### config.mk
export PLATFORM = sky130hd
export DESIGN_NAME = disp_scan4
export DESIGN_NICKNAME = d
export VERILOG_FILES = /design/src/rtl/disp_scan4.sv
export SDC_FILE = /design/constraint.sdc
export NUM_CORES = 1
export LEC_CHECK = 0
export ABC_AREA = 1
export CELL_PAD_IN_SITES_DETAIL_PLACEMENT = 0
export CELL_PAD_IN_SITES_GLOBAL_PLACEMENT = 2
export CORE_UTILIZATION = 35
export CTS_CLUSTER_DIAMETER = 100
export CTS_CLUSTER_SIZE = 12
export DETAILED_ROUTE_END_ITERATION = 12
export GPL_ROUTABILITY_DRIVEN = 0
export PLACE_DENSITY_LB_ADDON = 0.1
export SLEW_MARGIN = 25
export SYNTH_ARGS = -nofsm -noshare
export SYNTH_HDL_FRONTEND = slang
export SYNTH_SLANG_ARGS = --single-unit
### constraint.sdc
create_clock -name clk -period 3.2 [get_ports clk]
set_input_delay 0.64 -clock clk [delete_from_list [all_inputs] [get_ports clk]]
set_output_delay 0.64 -clock clk [all_outputs]
set_load 0.05 [all_outputs]
### src/rtl/disp_scan4.sv
// Four-digit multiplexed hex display scanner with per-digit guard time,
// double-buffered display data and optional leading-zero blanking.
module disp_scan4 #(
    parameter int CLK_DIV  = 50000,
    parameter int DEAD_CYC = 16
) (
    input  logic        clk,
    input  logic        rst_n,
    input  logic        load,
    input  logic [15:0] data_in,
    input  logic        lz_blank,
    output logic [3:0]  hexin,
    output logic [3:0]  dig_en_n,
    output logic        pending,
    output logic        frame_tick,
    output logic        o_dbg_state
);

    typedef enum logic {
        ST_DEAD = 1'b0,
        ST_ON   = 1'b1
    } state_t;

    localparam int                CNT_W     = 20;
    localparam logic [CNT_W-1:0]  ON_LAST   = CNT_W'(CLK_DIV - 1);
    localparam logic [CNT_W-1:0]  DEAD_LAST = (DEAD_CYC > 0) ? CNT_W'(DEAD_CYC - 1) : '0;
    localparam bit                NO_GUARD  = (DEAD_CYC == 0);

    state_t             r_state;
    logic [CNT_W-1:0]   r_cnt;
    logic [1:0]         r_idx;
    logic [15:0]        r_disp;
    logic [15:0]        r_shadow;
    logic               r_pending;
    logic [3:0]         r_hexin;
    logic [3:0]         r_dig_en_n;
    logic               r_frame_tick;

    state_t             w_state_next;
    logic [CNT_W-1:0]   w_cnt_next;
    logic [1:0]         w_idx_next;
    logic [15:0]        w_disp_next;
    logic [15:0]        w_shadow_next;
    logic               w_pending_next;
    logic               w_on_done;
    logic               w_dead_done;
    logic               w_wrap;
    logic               w_enter_on;
    logic               w_blank;
    logic [3:0]         w_dig_next;

    // load is a one-cycle strobe with no back-pressure: every cycle it is high
    // the shadow takes data_in, so the last write before a frame wrap wins.
    always_comb begin
        w_on_done    = (r_state == ST_ON) && (r_cnt == ON_LAST);
        w_dead_done  = (r_state == ST_DEAD) && (NO_GUARD || (r_cnt == DEAD_LAST));
        w_wrap       = w_on_done && (r_idx == 2'd3);

        w_state_next = r_state;
        w_cnt_next   = r_cnt + CNT_W'(1);
        w_idx_next   = r_idx;
        w_enter_on   = 1'b0;
        if (w_on_done) begin
            w_cnt_next   = '0;
            w_idx_next   = r_idx + 2'd1;
            w_state_next = NO_GUARD ? ST_ON : ST_DEAD;
            w_enter_on   = NO_GUARD;
        end else if (w_dead_done) begin
            w_cnt_next   = '0;
            w_state_next = ST_ON;
            w_enter_on   = 1'b1;
        end

        w_disp_next    = (w_wrap && r_pending) ? r_shadow : r_disp;
        w_shadow_next  = load ? data_in : r_shadow;
        w_pending_next = load | (r_pending & ~w_wrap);

        // Blanking is judged against the value that will be on display next cycle.
        case (w_idx_next)
            2'd1:    w_blank = lz_blank && (w_disp_next[15:4] == 12'h000);
            2'd2:    w_blank = lz_blank && (w_disp_next[15:8] == 8'h00);
            2'd3:    w_blank = lz_blank && (w_disp_next[15:12] == 4'h0);
            default: w_blank = 1'b0;
        endcase

        // The enable pattern is fixed at the start of each ON phase and held.
        if (w_state_next != ST_ON) begin
            w_dig_next = 4'b1111;
        end else if (w_enter_on) begin
            w_dig_next = w_blank ? 4'b1111 : ~(4'b0001 << w_idx_next);
        end else begin
            w_dig_next = r_dig_en_n;
        end
    end

    always_ff @(posedge clk or negedge rst_n) begin
        if (!rst_n) begin
            r_state      <= ST_DEAD;
            r_cnt        <= '0;
            r_idx        <= 2'd0;
            r_disp       <= 16'h0000;
            r_shadow     <= 16'h0000;
            r_pending    <= 1'b0;
            r_hexin      <= 4'h0;
            r_dig_en_n   <= 4'b1111;
            r_frame_tick <= 1'b0;
        end else begin
            r_state      <= w_state_next;
            r_cnt        <= w_cnt_next;
            r_idx        <= w_idx_next;
            r_disp       <= w_disp_next;
            r_shadow     <= w_shadow_next;
            r_pending    <= w_pending_next;
            r_hexin      <= w_disp_next[{w_idx_next, 2'b00} +: 4];
            r_dig_en_n   <= w_dig_next;
            r_frame_tick <= w_wrap;
        end
    end

    assign hexin       = r_hexin;
    assign dig_en_n    = r_dig_en_n;
    assign pending     = r_pending;
    assign frame_tick  = r_frame_tick;
    assign o_dbg_state = (r_state == ST_ON);

endmodule

Yosys cells after proc, flatten, opt, wreduce, memory -nomap -nowiden:

Index checks and enable logic that the tools add are counted.
W data, S select, Z words.

* add/sub/neg operators: 2
* equal/unequal tests: 7
* shift operators: 2
* mux-type cells: 12
* bitwise operators: 5
* reductions and logical operators: 10

Operator list (count)
* $mux W20: 2
* $add A20 B1 Y20 const B: 1
* $eq A20 B16 Y1 const B: 1
* $eq A20 B4 Y1 const B: 1
* $mux W16: 1
* $shiftx A16 B5 Y4: 1
* $logic_not A12 Y1: 1
* $mux W4: 3
* $logic_not A8 Y1: 1
* $logic_and A1 B1 Y1: 7
* $eq A2 B2 Y1 const B: 3
* $logic_not A4 Y1: 1
* $mux W1: 4
* $not A4 Y4: 1
* $shl A1 B2 Y4 const A: 1
* $pmux W1 S3: 1
* $add A2 B1 Y2 const B: 1
* $eq A2 B1 Y1 const B: 1
* $mux W2: 1
* $ne A2 B1 Y1 const B: 1
* $not A1 Y1: 2
* $and A1 B1 Y1: 1
* $or A1 B1 Y1: 1

* flip-flop bits (word level): 65
* input port bits: 20
* output and inout port bits: 11
* word-level logic and storage cells: 47

Longest topological paths before layout:

* depth in word-level cells: 11
* depth in mapped cells: 14
* gate-level depth less buffers: 13

Worst setup path before layout:

Ideal clock, no wire load.

* path type: flip-flop to flip-flop
* from: reg r_cnt[0]
* to: reg r_dig_en_n[1], in the netlist dig_en_n[1]
* setup time: 73 ps
* data arrival time: 1746 ps
* data required time: 3127 ps
* setup slack: 1381 ps
* cell stages (with the launch flop): 15
* path buffers: 1
* clock period less this slack: 1819 ps
* cell sequence: dfrtp_1 -> ha_1 -> nand3_2 -> nor2_2 -> nand2_1 -> nor2_1 -> nand4_1 -> buf_2 -> nand2_1 -> nand2_1 -> nor2_1 -> nand2_1 -> nand2_1 -> nand3_2 -> a21oi_1

* longest elaborated chain between the ends: 11
* elaborated cells between the ends (all ways): 28
* those cells by class: eq/ne (6); shift (1); mux (10); bitwise (1); reduce/logical (10)

RTL lines
* start, declared: line 30 `logic [CNT_W-1:0] r_cnt;`
* start signal, assigned: line 109 `r_cnt <= w_cnt_next;`
* $eq A20 B16 Y1 *: line 55 `w_on_done = (r_state == ST_ON) && (r_cnt == ON_LAST);`
* $logic_and A1 B1 Y1 *: line 55
* $logic_and A1 B1 Y1 *: line 57 `w_wrap = w_on_done && (r_idx == 2'd3);`
* $logic_and A1 B1 Y1 *: line 74 `w_disp_next = (w_wrap && r_pending) ? r_shadow : r_disp;`
* $mux W16 *: line 74
* via w_disp_next[11]: line 42 `logic [15:0] w_disp_next;`
* $logic_not A12 Y1 / $logic_not A8 Y1 (equally long branches): line 80, 81
* $logic_and A1 B1 Y1 (on tied branches): line 80, 81
* $pmux W1 S3 *: line 79 `case (w_idx_next)`
* $mux W4 *: line 90 `w_dig_next = w_blank ? 4'b1111 : ~(4'b0001 << w_idx_next);`
* $mux W4 *: line 89 `end else if (w_enter_on) begin`
* $mux W4 *: line 87 `if (w_state_next != ST_ON) begin`
* end signal, assigned: line 115 `r_dig_en_n <= w_dig_next;`
* end, declared: line 36 `logic [3:0] r_dig_en_n;`

The timed path passes the listed nets; every way through them passes the cells marked *. The select of a mux whose other input is x is not followed.
A chain may end at the register's enable or synchronous reset.

Worst setup path in the final report:

* from: reg r_dig_en_n[1], in the netlist dig_en_n[1]
* to: out dig_en_n[1]

RTL lines
* end, declared: line 13 `output logic [3:0] dig_en_n,`

No word-level cell between the ends.

==> impl_metrics.env <==
export IMPL_critPathKind="flop to primary output"
export IMPL_pin_count=31
export IMPL_vias_per_cell=4.60
export IMPL_post_cts_resized=0
export IMPL_grt_antenna_before_repair=0
export IMPL_cp_start_kind="flop"
export IMPL_rsz0062_at_grt="no"
export IMPL_swShare_pct=21.9
export IMPL_worst_path_buf_inv=1
export IMPL_required_ns=2.56
export IMPL_outcome="finished, final reports clean"
export IMPL_arrival_ns=1.66
export IMPL_yosys_warnings=0
export IMPL_synth_seq_cells=65
export IMPL_crit_chain="clkdlybuf4s50_1"
export IMPL_synth_area_leaders="dfrtp_1 51%, nand2_1 9.0%, inv_1 6.2%"
export IMPL_yosysSeqAreaShare_pct=54.1
export IMPL_share_comb_of_total_power_pct=4.4
export IMPL_worst_slack_ns=0.903
export IMPL_yosysUniqueCellTypes=33
export IMPL_wl_per_cell_um=13.4
export IMPL_numCtsBuffers=9
export IMPL_track_usage_pct=16.2
export IMPL_overflow=0
export IMPL_path_clk_slew_ns=0.07
export IMPL_fin_nets=391
export IMPL_switchingPower_mw=0.353
export IMPL_fp_dieH_um=94.8
export IMPL_critPathCaptureType="primary output"
export IMPL_cts_hold_fix_buffers=0
export IMPL_die_area_um2=8990
export IMPL_cts_tree="done"
export IMPL_post_place_cells=463
export IMPL_dr_pass1_iters=4
export IMPL_seqPwrFrac_pct=52.8
export IMPL_initial_utilization_pct=36.5
export IMPL_hold_class="input pin to asynchronous set/reset pin"
export IMPL_portBuffers=30
export IMPL_cts_sinks=65
export IMPL_p_leak_nw=1.80
export IMPL_finalHoldViolations=0
export IMPL_insertion_delay_ns=0.33
export IMPL_worst_pin_slew_ns=0.724
export IMPL_vdd_drop_max_uv=211
export IMPL_relSlewSlack_pct=51.7
export IMPL_critPathMaxFanout=2
export IMPL_slew_violations=0
export IMPL_skew_ns=0.00770
export IMPL_cts_max_path_buffers=2
export IMPL_cap_violations=0
export IMPL_synthCells=332
export IMPL_finalSetupViolCount=0
export IMPL_post_route_min_period_ns=2.30
export IMPL_place_ws_ns=1.07
export IMPL_synth_net_count=354
export IMPL_internal_power_mw=1.25
export IMPL_rows=33
export IMPL_power_density_nw_per_um2=444
export IMPL_ant_nets=0
export IMPL_diodes=0
export IMPL_dp_hpwl_um=4720
export IMPL_fmax_mhz=435
export IMPL_crit_slowest_cell="clkdlybuf4s50_1"
export IMPL_min_period_over_period_pct=71.8
export IMPL_wl_um=6410
export IMPL_clkPwrFrac_pct=42.8
export IMPL_area_delta_synth_final_pct=20.2
export IMPL_die_x_um=94.8
export IMPL_ctsRootBufferMaster="clkbuf_8"
export IMPL_drc=0
export IMPL_synth_area_um2=3010
export IMPL_first_iter_violations=89
export IMPL_grt_pass1_wl_um=11000
export IMPL_h_tree_depth=3
export IMPL_num_vias=2203
export IMPL_hold_worst_slack_ns=0.360
export IMPL_yosysTopAreaCellShare_pct=50.6
export IMPL_cp_top_family="buffers and inverters"
export IMPL_tns_ns=0
export IMPL_core_area_um2=8260
export IMPL_max_stage_delay_ns=0.79
export IMPL_grt_pass1_vias=2190
export IMPL_final_common_cell="nand2_1"
export IMPL_grt_max_degree=36
export IMPL_avgSynthCellArea_um2=9.08
export IMPL_fin_cells=479
export IMPL_synth_top_area_cell="dfrtp_1"
export IMPL_mostFrequentLayoutCells="72 x nand2_1, 61 x dfrtp_1, 50 x inv_1, 31 x nor2_1, 29 x clkdlybuf4s50_1"
export IMPL_post_cts_setup_buffer_count=0
export IMPL_drive_gt1_share_pct=15.2
-- registers in the layout, indices dropped and copies added (netlist names) --
register / cells
o_dbg_state: 1
frame_tick: 1
dig_en_n: 4
hexin: 4
r_cnt: 20
r_disp: 16
pending: 1
r_shadow: 16
r_idx: 2
-- routing by layer --
metal  vias to the layer above  wire (um)  track usage [%]
met4                         0        110             6.82
met3                        10        255             3.62
met2                        47       2470             21.0
met1                      1014       3580             25.3
met5                         -          0                0
li1                       1132          -                -
-- path summary, 6_finish.rpt --
check	startpoint	end	slack, ns	depth (start not counted)
worst min register to register	r_cnt[0]	r_cnt[0]	0.46	1
max in group asynchronous	rst_n	r_disp[7]	2.20	2
min in group clk	r_cnt[0]	r_cnt[0]	0.46	1
worst max-delay path	dig_en_n[1]	dig_en_n[1]	0.90	1
worst min-delay path	rst_n	r_cnt[3]	0.36	1
worst max register to register	r_cnt[0]	dig_en_n[2]	1.08	11
-- area by class of cell --
cell class              instances  area [um^2]
clock inverters                 5         55.1
fillers                       827         4630
clock buffers                  11          141
inverters                      54          203
repair buffers                 34          338
well taps                     105          131
flip-flops and latches         65         1630
multi-input cells             205         1120
-- cell families after synthesis --
family / count (synthesis) / share of synthesized area (%)
compound gates: 29 / 5.60
xor+xnor: 12 / 3.49
fa+ha+maj: 2 / 0.830
buf+inv: 62 / 8.59
flops: 65 / 54.1
mux: 8 / 2.99
simple gates: 154 / 24.4
-- power groups by stage --
stage | combinational [mW] | sequential [mW] | clock (mW)
2_1_floorplan | 0.0238 | 0.861 | 0
3_3_place_gp | 0.0712 | 0.863 | 0
3_5_place_dp | 0.0724 | 0.864 | 0
4_1_cts | 0.0728 | 0.848 | 0.714
5_1_grt | 0.0803 | 0.850 | 0.753
6_report | 0.0702 | 0.849 | 0.688
-- cell usage after synthesis, drive strengths merged --
cell / count
a21o: 1
a21oi: 6
buf: 3
clkbuf: 5
dfrtp: 61
dfstp: 4
ha: 2
inv: 54
mux2: 8
nand2: 77
nand3: 14
nand4: 16
nor2: 37
nor3: 5
nor4: 4
o2111ai: 4
o21a: 1
o21ai: 15
o21bai: 1
o22ai: 1
or2: 1
xnor2: 4
xor2: 8
-- per-stage QoR --
step	utilization (%)	instance area [um^2]	power [mW]
after CTS	43.9	3620	1.64
after global placement	41.5	3430	0.935
after floorplan	-	3010	0.885
final	43.9	3620	1.61
after detailed placement	41.5	3430	0.936
after global routing	43.9	3620	1.68
(Power assumes the default switching activity.)
